### src/rtl/timer_pkg.sv
// Shared types and helpers for the ramen-timer control stage.
package timer_pkg;

    typedef enum logic [1:0] {
        IDLE  = 2'd0,
        RUN   = 2'd1,
        PAUSE = 2'd2,
        DONE  = 2'd3
    } timer_state_e;

    localparam int unsigned KEY_START = 0;
    localparam int unsigned KEY_CLEAR = 1;

    // Number of clock cycles in a period given in milliseconds.
    function automatic int unsigned cycles_from_ms(input int unsigned freq_khz,
                                                   input int unsigned ms);
        return freq_khz * ms;
    endfunction

endpackage

### src/rtl/timer_key_ctrl_if.sv
// Signal bundle between the timer key controller and the counter chain / board pins.
interface timer_key_ctrl_if;
    import timer_pkg::*;

    logic [1:0]   key_n;
    logic         timeup;
    logic         tick_1s;
    logic         clr_pulse;
    logic         run;
    logic         done;
    timer_state_e state;

    modport master (
        output key_n,
        output timeup,
        input  tick_1s,
        input  clr_pulse,
        input  run,
        input  done,
        input  state
    );

    modport slave (
        input  key_n,
        input  timeup,
        output tick_1s,
        output clr_pulse,
        output run,
        output done,
        output state
    );

endinterface

### src/rtl/key_debounce.sv
// One push button: 2-FF synchroniser, counting debouncer and registered press (falling-edge) pulse.
module key_debounce #(
    parameter int unsigned DB_CYCLES = 4
) (
    input  logic clk,
    input  logic rst_n,
    input  logic key_n,
    output logic key_db,
    output logic press
);
    localparam int unsigned CNT_W = (DB_CYCLES > 1) ? $clog2(DB_CYCLES) : 1;

    logic             sync1;
    logic             sync2;
    logic             db_prev;
    logic [CNT_W-1:0] db_cnt;

    // A change is accepted only after DB_CYCLES consecutive cycles of disagreement.
    always_ff @(posedge clk or negedge rst_n) begin
        if (!rst_n) begin
            sync1   <= 1'b1;
            sync2   <= 1'b1;
            key_db  <= 1'b1;
            db_prev <= 1'b1;
            db_cnt  <= '0;
            press   <= 1'b0;
        end else begin
            sync1   <= key_n;
            sync2   <= sync1;
            db_prev <= key_db;
            press   <= db_prev & ~key_db;
            if (sync2 == key_db) begin
                db_cnt <= '0;
            end else if (db_cnt == CNT_W'(DB_CYCLES - 1)) begin
                key_db <= sync2;
                db_cnt <= '0;
            end else begin
                db_cnt <= db_cnt + CNT_W'(1);
            end
        end
    end

endmodule

### src/rtl/timer_key_ctrl.sv
// Ramen-timer control: debounced start/pause and clear keys, run FSM, gated 1 s tick and clear pulse.
// Build option: define TIMER_LONGPRESS_CLR_EN to make key 1 clear only on a long hold.
module timer_key_ctrl
    import timer_pkg::*;
#(
    parameter int unsigned CLK_FREQ_KHZ = 50000,
    parameter int unsigned DEBOUNCE_MS  = 10,
    parameter int unsigned LONGPRESS_MS = 2000
) (
    input logic             clk,
    input logic             rst_n,
    timer_key_ctrl_if.slave bus
);
    localparam int unsigned SEC_CYCLES = cycles_from_ms(CLK_FREQ_KHZ, 1000);
    localparam int unsigned DB_CYCLES  = cycles_from_ms(CLK_FREQ_KHZ, DEBOUNCE_MS);
    localparam int unsigned LP_CYCLES  = cycles_from_ms(CLK_FREQ_KHZ, LONGPRESS_MS);
    localparam int unsigned PRE_W      = (SEC_CYCLES > 1) ? $clog2(SEC_CYCLES) : 1;

    logic [1:0]       key_db;
    logic [1:0]       press;
    logic             start_ev;
    logic             clr_ev;
    logic             unused_bits;

    timer_state_e     cur_state, nxt_state;
    logic [PRE_W-1:0] presc, nxt_presc;
    logic             tick, tick_nxt;
    logic             clr_q;
    logic             run_q;
    logic             done_q;

    key_debounce #(.DB_CYCLES(DB_CYCLES)) u_db_start (
        .clk    (clk),
        .rst_n  (rst_n),
        .key_n  (bus.key_n[KEY_START]),
        .key_db (key_db[KEY_START]),
        .press  (press[KEY_START])
    );

    key_debounce #(.DB_CYCLES(DB_CYCLES)) u_db_clear (
        .clk    (clk),
        .rst_n  (rst_n),
        .key_n  (bus.key_n[KEY_CLEAR]),
        .key_db (key_db[KEY_CLEAR]),
        .press  (press[KEY_CLEAR])
    );

    assign start_ev = press[KEY_START];

`ifdef TIMER_LONGPRESS_CLR_EN
    localparam int unsigned LP_W = (LP_CYCLES > 1) ? $clog2(LP_CYCLES) : 1;

    logic [LP_W-1:0] lp_cnt;
    logic            lp_fired;

    // Hold-time counter; fires once per hold and rearms when the key is released.
    always_ff @(posedge clk or negedge rst_n) begin
        if (!rst_n) begin
            lp_cnt   <= '0;
            lp_fired <= 1'b0;
        end else if (key_db[KEY_CLEAR]) begin
            lp_cnt   <= '0;
            lp_fired <= 1'b0;
        end else if (!lp_fired) begin
            if (lp_cnt == LP_W'(LP_CYCLES - 1)) begin
                lp_cnt   <= '0;
                lp_fired <= 1'b1;
            end else begin
                lp_cnt <= lp_cnt + LP_W'(1);
            end
        end
    end

    assign clr_ev      = ~key_db[KEY_CLEAR] & ~lp_fired & (lp_cnt == LP_W'(LP_CYCLES - 1));
    assign unused_bits = ^{press[KEY_CLEAR], key_db[KEY_START]};
`else
    assign clr_ev      = press[KEY_CLEAR];
    // Hold time and stable key levels have no consumer without the long-press option.
    assign unused_bits = ^{key_db, LP_CYCLES};
`endif

    always_ff @(posedge clk or negedge rst_n) begin
        if (!rst_n) begin
            cur_state <= IDLE;
            presc     <= '0;
            tick      <= 1'b0;
            clr_q     <= 1'b0;
            run_q     <= 1'b0;
            done_q    <= 1'b0;
        end else begin
            cur_state <= nxt_state;
            presc     <= nxt_presc;
            tick      <= tick_nxt;
            clr_q     <= clr_ev;
            run_q     <= (nxt_state == RUN);
            done_q    <= (nxt_state == DONE);
        end
    end

    // Clear beats everything; the prescaler only advances while running.
    always_comb begin
        nxt_state = cur_state;
        nxt_presc = presc;
        tick_nxt  = 1'b0;
        if (clr_ev) begin
            nxt_state = IDLE;
            nxt_presc = '0;
        end else begin
            unique case (cur_state)
                IDLE:    if (start_ev) nxt_state = RUN;
                RUN: begin
                    if (bus.timeup)    nxt_state = DONE;
                    else if (start_ev) nxt_state = PAUSE;
                end
                PAUSE:   if (start_ev) nxt_state = RUN;
                DONE:    nxt_state = DONE;
                default: nxt_state = IDLE;
            endcase
            if (cur_state == RUN) begin
                if (presc == PRE_W'(SEC_CYCLES - 1)) begin
                    nxt_presc = '0;
                    tick_nxt  = ~bus.timeup;
                end else begin
                    nxt_presc = presc + PRE_W'(1);
                end
            end
        end
    end

    assign bus.state     = cur_state;
    assign bus.tick_1s   = tick;
    assign bus.clr_pulse = clr_q;
    assign bus.run       = run_q;
    assign bus.done      = done_q;

endmodule

### src/flat_wrapper.sv
// flat-port wrapper written by rule: the top's interface ports become plain ports
module timer_key_ctrl_flat import timer_pkg::*;
#(
    parameter int unsigned CLK_FREQ_KHZ = 50000,
    parameter int unsigned DEBOUNCE_MS  = 10,
    parameter int unsigned LONGPRESS_MS = 2000
)
  (clk, rst_n, bus_key_n, bus_timeup, bus_tick_1s, bus_clr_pulse, bus_run, bus_done, bus_state);
  timer_key_ctrl_if bus_i ();
  input logic clk;
  input logic rst_n;
  input wire logic [$bits(bus_i.key_n)-1:0] bus_key_n;
  input wire logic [$bits(bus_i.timeup)-1:0] bus_timeup;
  output wire logic [$bits(bus_i.tick_1s)-1:0] bus_tick_1s;
  output wire logic [$bits(bus_i.clr_pulse)-1:0] bus_clr_pulse;
  output wire logic [$bits(bus_i.run)-1:0] bus_run;
  output wire logic [$bits(bus_i.done)-1:0] bus_done;
  output wire logic [$bits(bus_i.state)-1:0] bus_state;
  assign bus_i.key_n = bus_key_n;
  assign bus_i.timeup = bus_timeup;
  assign bus_tick_1s = bus_i.tick_1s;
  assign bus_clr_pulse = bus_i.clr_pulse;
  assign bus_run = bus_i.run;
  assign bus_done = bus_i.done;
  assign bus_state = bus_i.state;
  timer_key_ctrl #(.CLK_FREQ_KHZ(CLK_FREQ_KHZ), .DEBOUNCE_MS(DEBOUNCE_MS), .LONGPRESS_MS(LONGPRESS_MS)) u_core (.clk(clk), .rst_n(rst_n), .bus(bus_i));
endmodule
### config.mk
export PLATFORM = sky130hd
export DESIGN_NAME = timer_key_ctrl_flat
export DESIGN_NICKNAME = d
export VERILOG_FILES = /design/src/rtl/timer_pkg.sv /design/src/rtl/timer_key_ctrl_if.sv /design/src/rtl/key_debounce.sv /design/src/rtl/timer_key_ctrl.sv /design/src/flat_wrapper.sv
export SDC_FILE = /design/constraint.sdc
export NUM_CORES = 1
export LEC_CHECK = 0
export BUFFER_PORTS_ARGS = -buffer_cell sky130_fd_sc_hd__buf_4
export CORE_ASPECT_RATIO = 1.2
export CORE_UTILIZATION = 55
export DETAILED_ROUTE_END_ITERATION = 8
export GPL_ROUTABILITY_DRIVEN = 0
export PLACE_DENSITY = 0.8
export SETUP_SLACK_MARGIN = 0.02
export SLEW_MARGIN = 20
export SYNTH_ARGS = -nofsm -noshare
export SYNTH_HDL_FRONTEND = slang
export SYNTH_SLANG_ARGS = --single-unit
### constraint.sdc
create_clock -name clk -period 2.2 [get_ports clk]
set_input_delay 0.11 -clock clk [delete_from_list [all_inputs] [get_ports clk]]
set_output_delay 0.11 -clock clk [all_outputs]
set_load 0.01 [all_outputs]
==> impl_metrics.xml <==
<?xml version="1.0" encoding="UTF-8"?>
<metrics>
  <group name="status">
    <metric name="outcome" unit="">finished, final reports clean</metric>
  </group>
  <group name="placed_design">
    <metric name="dpl_cell_area" unit="µm²">4150</metric>
    <metric name="numPortBuffers" unit="">10</metric>
    <metric name="detailedPlacementHpwl" unit="µm">4780</metric>
    <metric name="place_ws" unit="ps">118</metric>
  </group>
  <group name="routing">
    <metric name="drc_errors" unit="">0</metric>
    <metric name="route.antenna.remaining_nets" unit="">0</metric>
    <metric name="routed-via-count" unit="">3037</metric>
    <metric name="met2_wirelength_from_detailed_routing" unit="µm">3720</metric>
    <metric name="totalWireLength" unit="µm">7530</metric>
    <metric name="detail_route.vias_per_cell" unit="">5.84</metric>
    <metric name="drt_first_iter_violations" unit="">178</metric>
    <metric name="firstDrtPassIters" unit="">4</metric>
    <metric name="wl_met3" unit="µm">290</metric>
    <metric name="routed.top_layer" unit="">met4</metric>
    <metric name="routed_wire_length_per_instance" unit="µm">14.5</metric>
    <metric name="met1_length" unit="µm">3400</metric>
  </group>
  <group name="worst_setup_path">
    <metric name="crit_path_cell_trace" unit="">or4b_1, nor4_4, nand3_1, nor4_1</metric>
    <metric name="critical_path.reg2reg.endpoint" unit="">u_core.bus.tick_1s</metric>
    <metric name="crit-reg2reg-launch" unit="">u_core.presc[8]</metric>
    <metric name="cp_endpoint_kind" unit="">flip-flop</metric>
    <metric name="regToRegSetupSlack" unit="ps">30</metric>
    <metric name="max_stage_delay" unit="ps">590</metric>
    <metric name="critical_path.max_fanout" unit="">7</metric>
    <metric name="crit_path_start_kind" unit="">flip-flop</metric>
    <metric name="worst-endpoint-arrival" unit="ps">2410</metric>
    <metric name="required_time_worst_endpoint" unit="ps">2440</metric>
    <metric name="r2r.worst_path.cells" unit="">4</metric>
    <metric name="crit_path_max_delay_cell_type" unit="">sky130_fd_sc_hd__or4b_1</metric>
    <metric name="critPathKind" unit="">reg2reg</metric>
  </group>
  <group name="finish">
    <metric name="post-route-cell-area" unit="µm²">4440</metric>
    <metric name="filler_cell_count" unit="">562</metric>
    <metric name="layout_commonest_cell" unit="">sky130_fd_sc_hd__dfrtp_1</metric>
    <metric name="multi_input_comb_area" unit="µm²">1860</metric>
    <metric name="commonest_non_fill_non_tap_cells_in_the_layout" unit="">71 x sky130_fd_sc_hd__dfrtp_1, 58 x sky130_fd_sc_hd__nor2_1, 30 x sky130_fd_sc_hd__nand3_1</metric>
    <metric name="area_growth" unit="%">11.2</metric>
    <metric name="final_net_count" unit="">436</metric>
    <metric name="sequential_cell_area" unit="µm²">2010</metric>
    <metric name="antenna-diode-count" unit="">0</metric>
    <metric name="final_layout_size_suffix_gt1_share" unit="%">13.4</metric>
  </group>
  <group name="sta">
    <metric name="timing.final.max_slew_violations" unit="">0</metric>
    <metric name="final_min_period_over_clock_period" unit="%">98.5</metric>
    <metric name="setup-violations-final" unit="">0</metric>
    <metric name="slew-limit-headroom" unit="%">35.4</metric>
    <metric name="timing.setup.tns" unit="ps">0</metric>
    <metric name="fin_crit" unit="ps">2170</metric>
    <metric name="timing.final.ws_setup" unit="ps">32.9</metric>
    <metric name="hold_viol_final" unit="">0</metric>
    <metric name="clock_skew" unit="ps">12.6</metric>
    <metric name="grt_setup_unrepaired" unit="">true</metric>
    <metric name="fmax" unit="MHz">461</metric>
    <metric name="tightestPinTransition" unit="ps">968</metric>
  </group>
  <group name="power">
    <metric name="clkPwrFrac" unit="%">43.9</metric>
    <metric name="combinationalPowerShare" unit="%">2.6</metric>
    <metric name="power.static_leakage" unit="nW">1.77</metric>
    <metric name="switching_share" unit="%">22.8</metric>
    <metric name="switchingPower" unit="µW">636</metric>
    <metric name="sequentialPowerShare" unit="%">53.5</metric>
    <metric name="peak_ir_drop_on_the_vdd_network" unit="mV">0.457</metric>
    <metric name="cellPowerDensity" unit="nW/µm²">630</metric>
    <metric name="power_report.internal_total" unit="mW">2.16</metric>
  </group>
  <group name="floorplan">
    <metric name="rows" unit="">33</metric>
    <metric name="dieHeight" unit="µm">95.3</metric>
    <metric name="io_pins" unit="">11</metric>
    <metric name="die-width" unit="µm">79.8</metric>
    <metric name="design.core.area" unit="µm²">6940</metric>
    <metric name="start_util" unit="%">57.5</metric>
    <metric name="die_area" unit="µm²">7600</metric>
  </group>
  <group name="global_route">
    <metric name="largest_net_degree_at_the_start_of_global_routing" unit="">81</metric>
    <metric name="antenna_found_initial" unit="">0</metric>
    <metric name="grt_use_total" unit="%">21.8</metric>
    <metric name="globalRoute.totalOverflow" unit="">0</metric>
    <metric name="grt_pass1_wl" unit="µm">12800</metric>
    <metric name="grt_pass1_vias" unit="">2895</metric>
  </group>
  <group name="run">
    <metric name="drv.max_cap_violation_count" unit="">0</metric>
  </group>
  <group name="synth">
    <metric name="post_synth_instance_area" unit="µm²">3990</metric>
    <metric name="ys_seq_area_share" unit="%">50.4</metric>
    <metric name="synth_cell_type_count" unit="">44</metric>
    <metric name="post_synth_inst_count" unit="">408</metric>
    <metric name="synth_area_leaders" unit="">sky130_fd_sc_hd__dfrtp_1 45%, sky130_fd_sc_hd__nor2_1 5.5%, sky130_fd_sc_hd__dfstp_2 5.3%</metric>
    <metric name="synth_net_count" unit="">416</metric>
    <metric name="synth_warnings" unit="">0</metric>
    <metric name="synthDominantCellAreaShare" unit="%">45.2</metric>
    <metric name="ys_ff_latch" unit="">80</metric>
    <metric name="yosysTopAreaCell" unit="">sky130_fd_sc_hd__dfrtp_1</metric>
    <metric name="avgSynthCellArea" unit="µm²">9.78</metric>
  </group>
  <group name="cts">
    <metric name="clockRootBuffer" unit="">sky130_fd_sc_hd__clkbuf_8</metric>
    <metric name="cts.sinks" unit="">80</metric>
    <metric name="clk-insertion-delay-late" unit="ps">360</metric>
    <metric name="cts_max_level" unit="">3</metric>
    <metric name="clock_tree_from_tritoncts" unit="">done</metric>
    <metric name="clk_transition_reported_paths" unit="ps">90</metric>
    <metric name="clock_path_buffers" unit="">2</metric>
    <metric name="tritoncts.num_buffers" unit="">9</metric>
  </group>
  <group name="min_path">
    <metric name="hold_class" unit="">in2async</metric>
  </group>
</metrics>
## metrics by stage
step,cells,util (%),hold slack (ps),total power [mW]
after detailed placement,498,59.8,169,1.59
after CTS,518,63.6,325,2.81
after floorplan,408,-,-186,1.55
after global routing,520,64.0,329,2.89
after global placement,498,59.8,165,1.59
final,520,64.0,266,2.80
## kinds of logic after synthesis
logic type	share of synthesized area (%)
AO/OA/AOI/OAI	6.52
XOR/XNOR	8.78
adder cells (fa/ha/maj)	0.941
buffers and inverters	3.14
flip-flops	50.4
multiplexers	0.815
AND/OR/NAND/NOR	29.4
## cell usage after synthesis, drive strengths merged
cell,count
dfrtp,72
nor2,60
nand3,31
nand2,29
xor2,21
a21oi,20
nand4,19
xnor2,19
or4,16
o21ai,15
nand2b,12
buf,10
inv,9
dfstp,8
nor3,8
and3,7
nor4,7
and4,6
clkbuf,4
nor2b,4
o32ai,4
or3,4
a31oi,3
and2,3
ha,3
o211ai,3
or2,3
mux2,2
or4b,2
a31o,1
mux2i,1
nor3b,1
nor4b,1
## worst max-delay path by stage
| stage | end | startpoint | slack (ps) | cells past startpoint |
|---|---|---|---|---|
| 3_3_place_gp | u_core.presc[16] | u_core.presc[16] | 160 | 5 |
| 2_1_floorplan | u_core.presc[18] | u_core.presc[16] | 330 | 6 |
| 6_report | u_core.bus.tick_1s | u_core.presc[8] | 30 | 4 |
| 4_1_cts | u_core.bus.tick_1s | u_core.presc[8] | 90 | 4 |
| 3_5_place_dp | u_core.bus.tick_1s | u_core.presc[8] | 120 | 4 |
| 5_1_grt | u_core.presc[9] | u_core.presc[8] | -10 | 5 |
## flip-flops by register name (all words and copies together) (netlist names), 2 cells and up
| name | flops |
|---|---|
| u_core.u_db_clear.db_cnt | 19 |
| u_core.presc | 26 |
| u_core.u_db_start.db_cnt | 19 |
| u_core.bus.state | 2 |
## timing repair
action / 4_1_cts / 5_1_grt
hold buffers: 4 / 0
gates resized for setup: 0 / 2
setup buffers: 0 / 2
endpoints found under the hold margin: 75 / 0
endpoints found under the setup margin: 0 / 6
## area by class of cell
type / count / area share (%)
Inverter: 9 / 0.761
Tap cell: 87 / 2.45
Multi-Input combinational cell: 305 / 41.9
Clock buffer: 9 / 2.79
Timing Repair Buffer: 23 / 4.40
Sequential cell: 80 / 45.4
Clock inverter: 7 / 2.28
## routing by layer
metal	track usage, %	vias to the layer above
met2	37.0	71
met4	8.63	0
met1	27.1	1476
met3	4.78	13
met5	0	-
li1	-	1477
## power by group through the flow
stage	Clock [mW]	Combinational [mW]	Sequential, mW
global placement	0	0.0683	1.52
CTS	1.24	0.0758	1.50
detailed placement	0	0.0699	1.52
finish	1.23	0.0729	1.50
floorplan	0	0.0273	1.52
global route	1.31	0.0843	1.50
## worst max-delay path: cells and delay by family, from the launching register on
| family | cells | cell delay [ps] |
|---|---|---|
| AND/OR/NAND/NOR | 4 | 1610 |
| flip-flops | 1 | 450 |
Power figures use the tool's default switching activity.
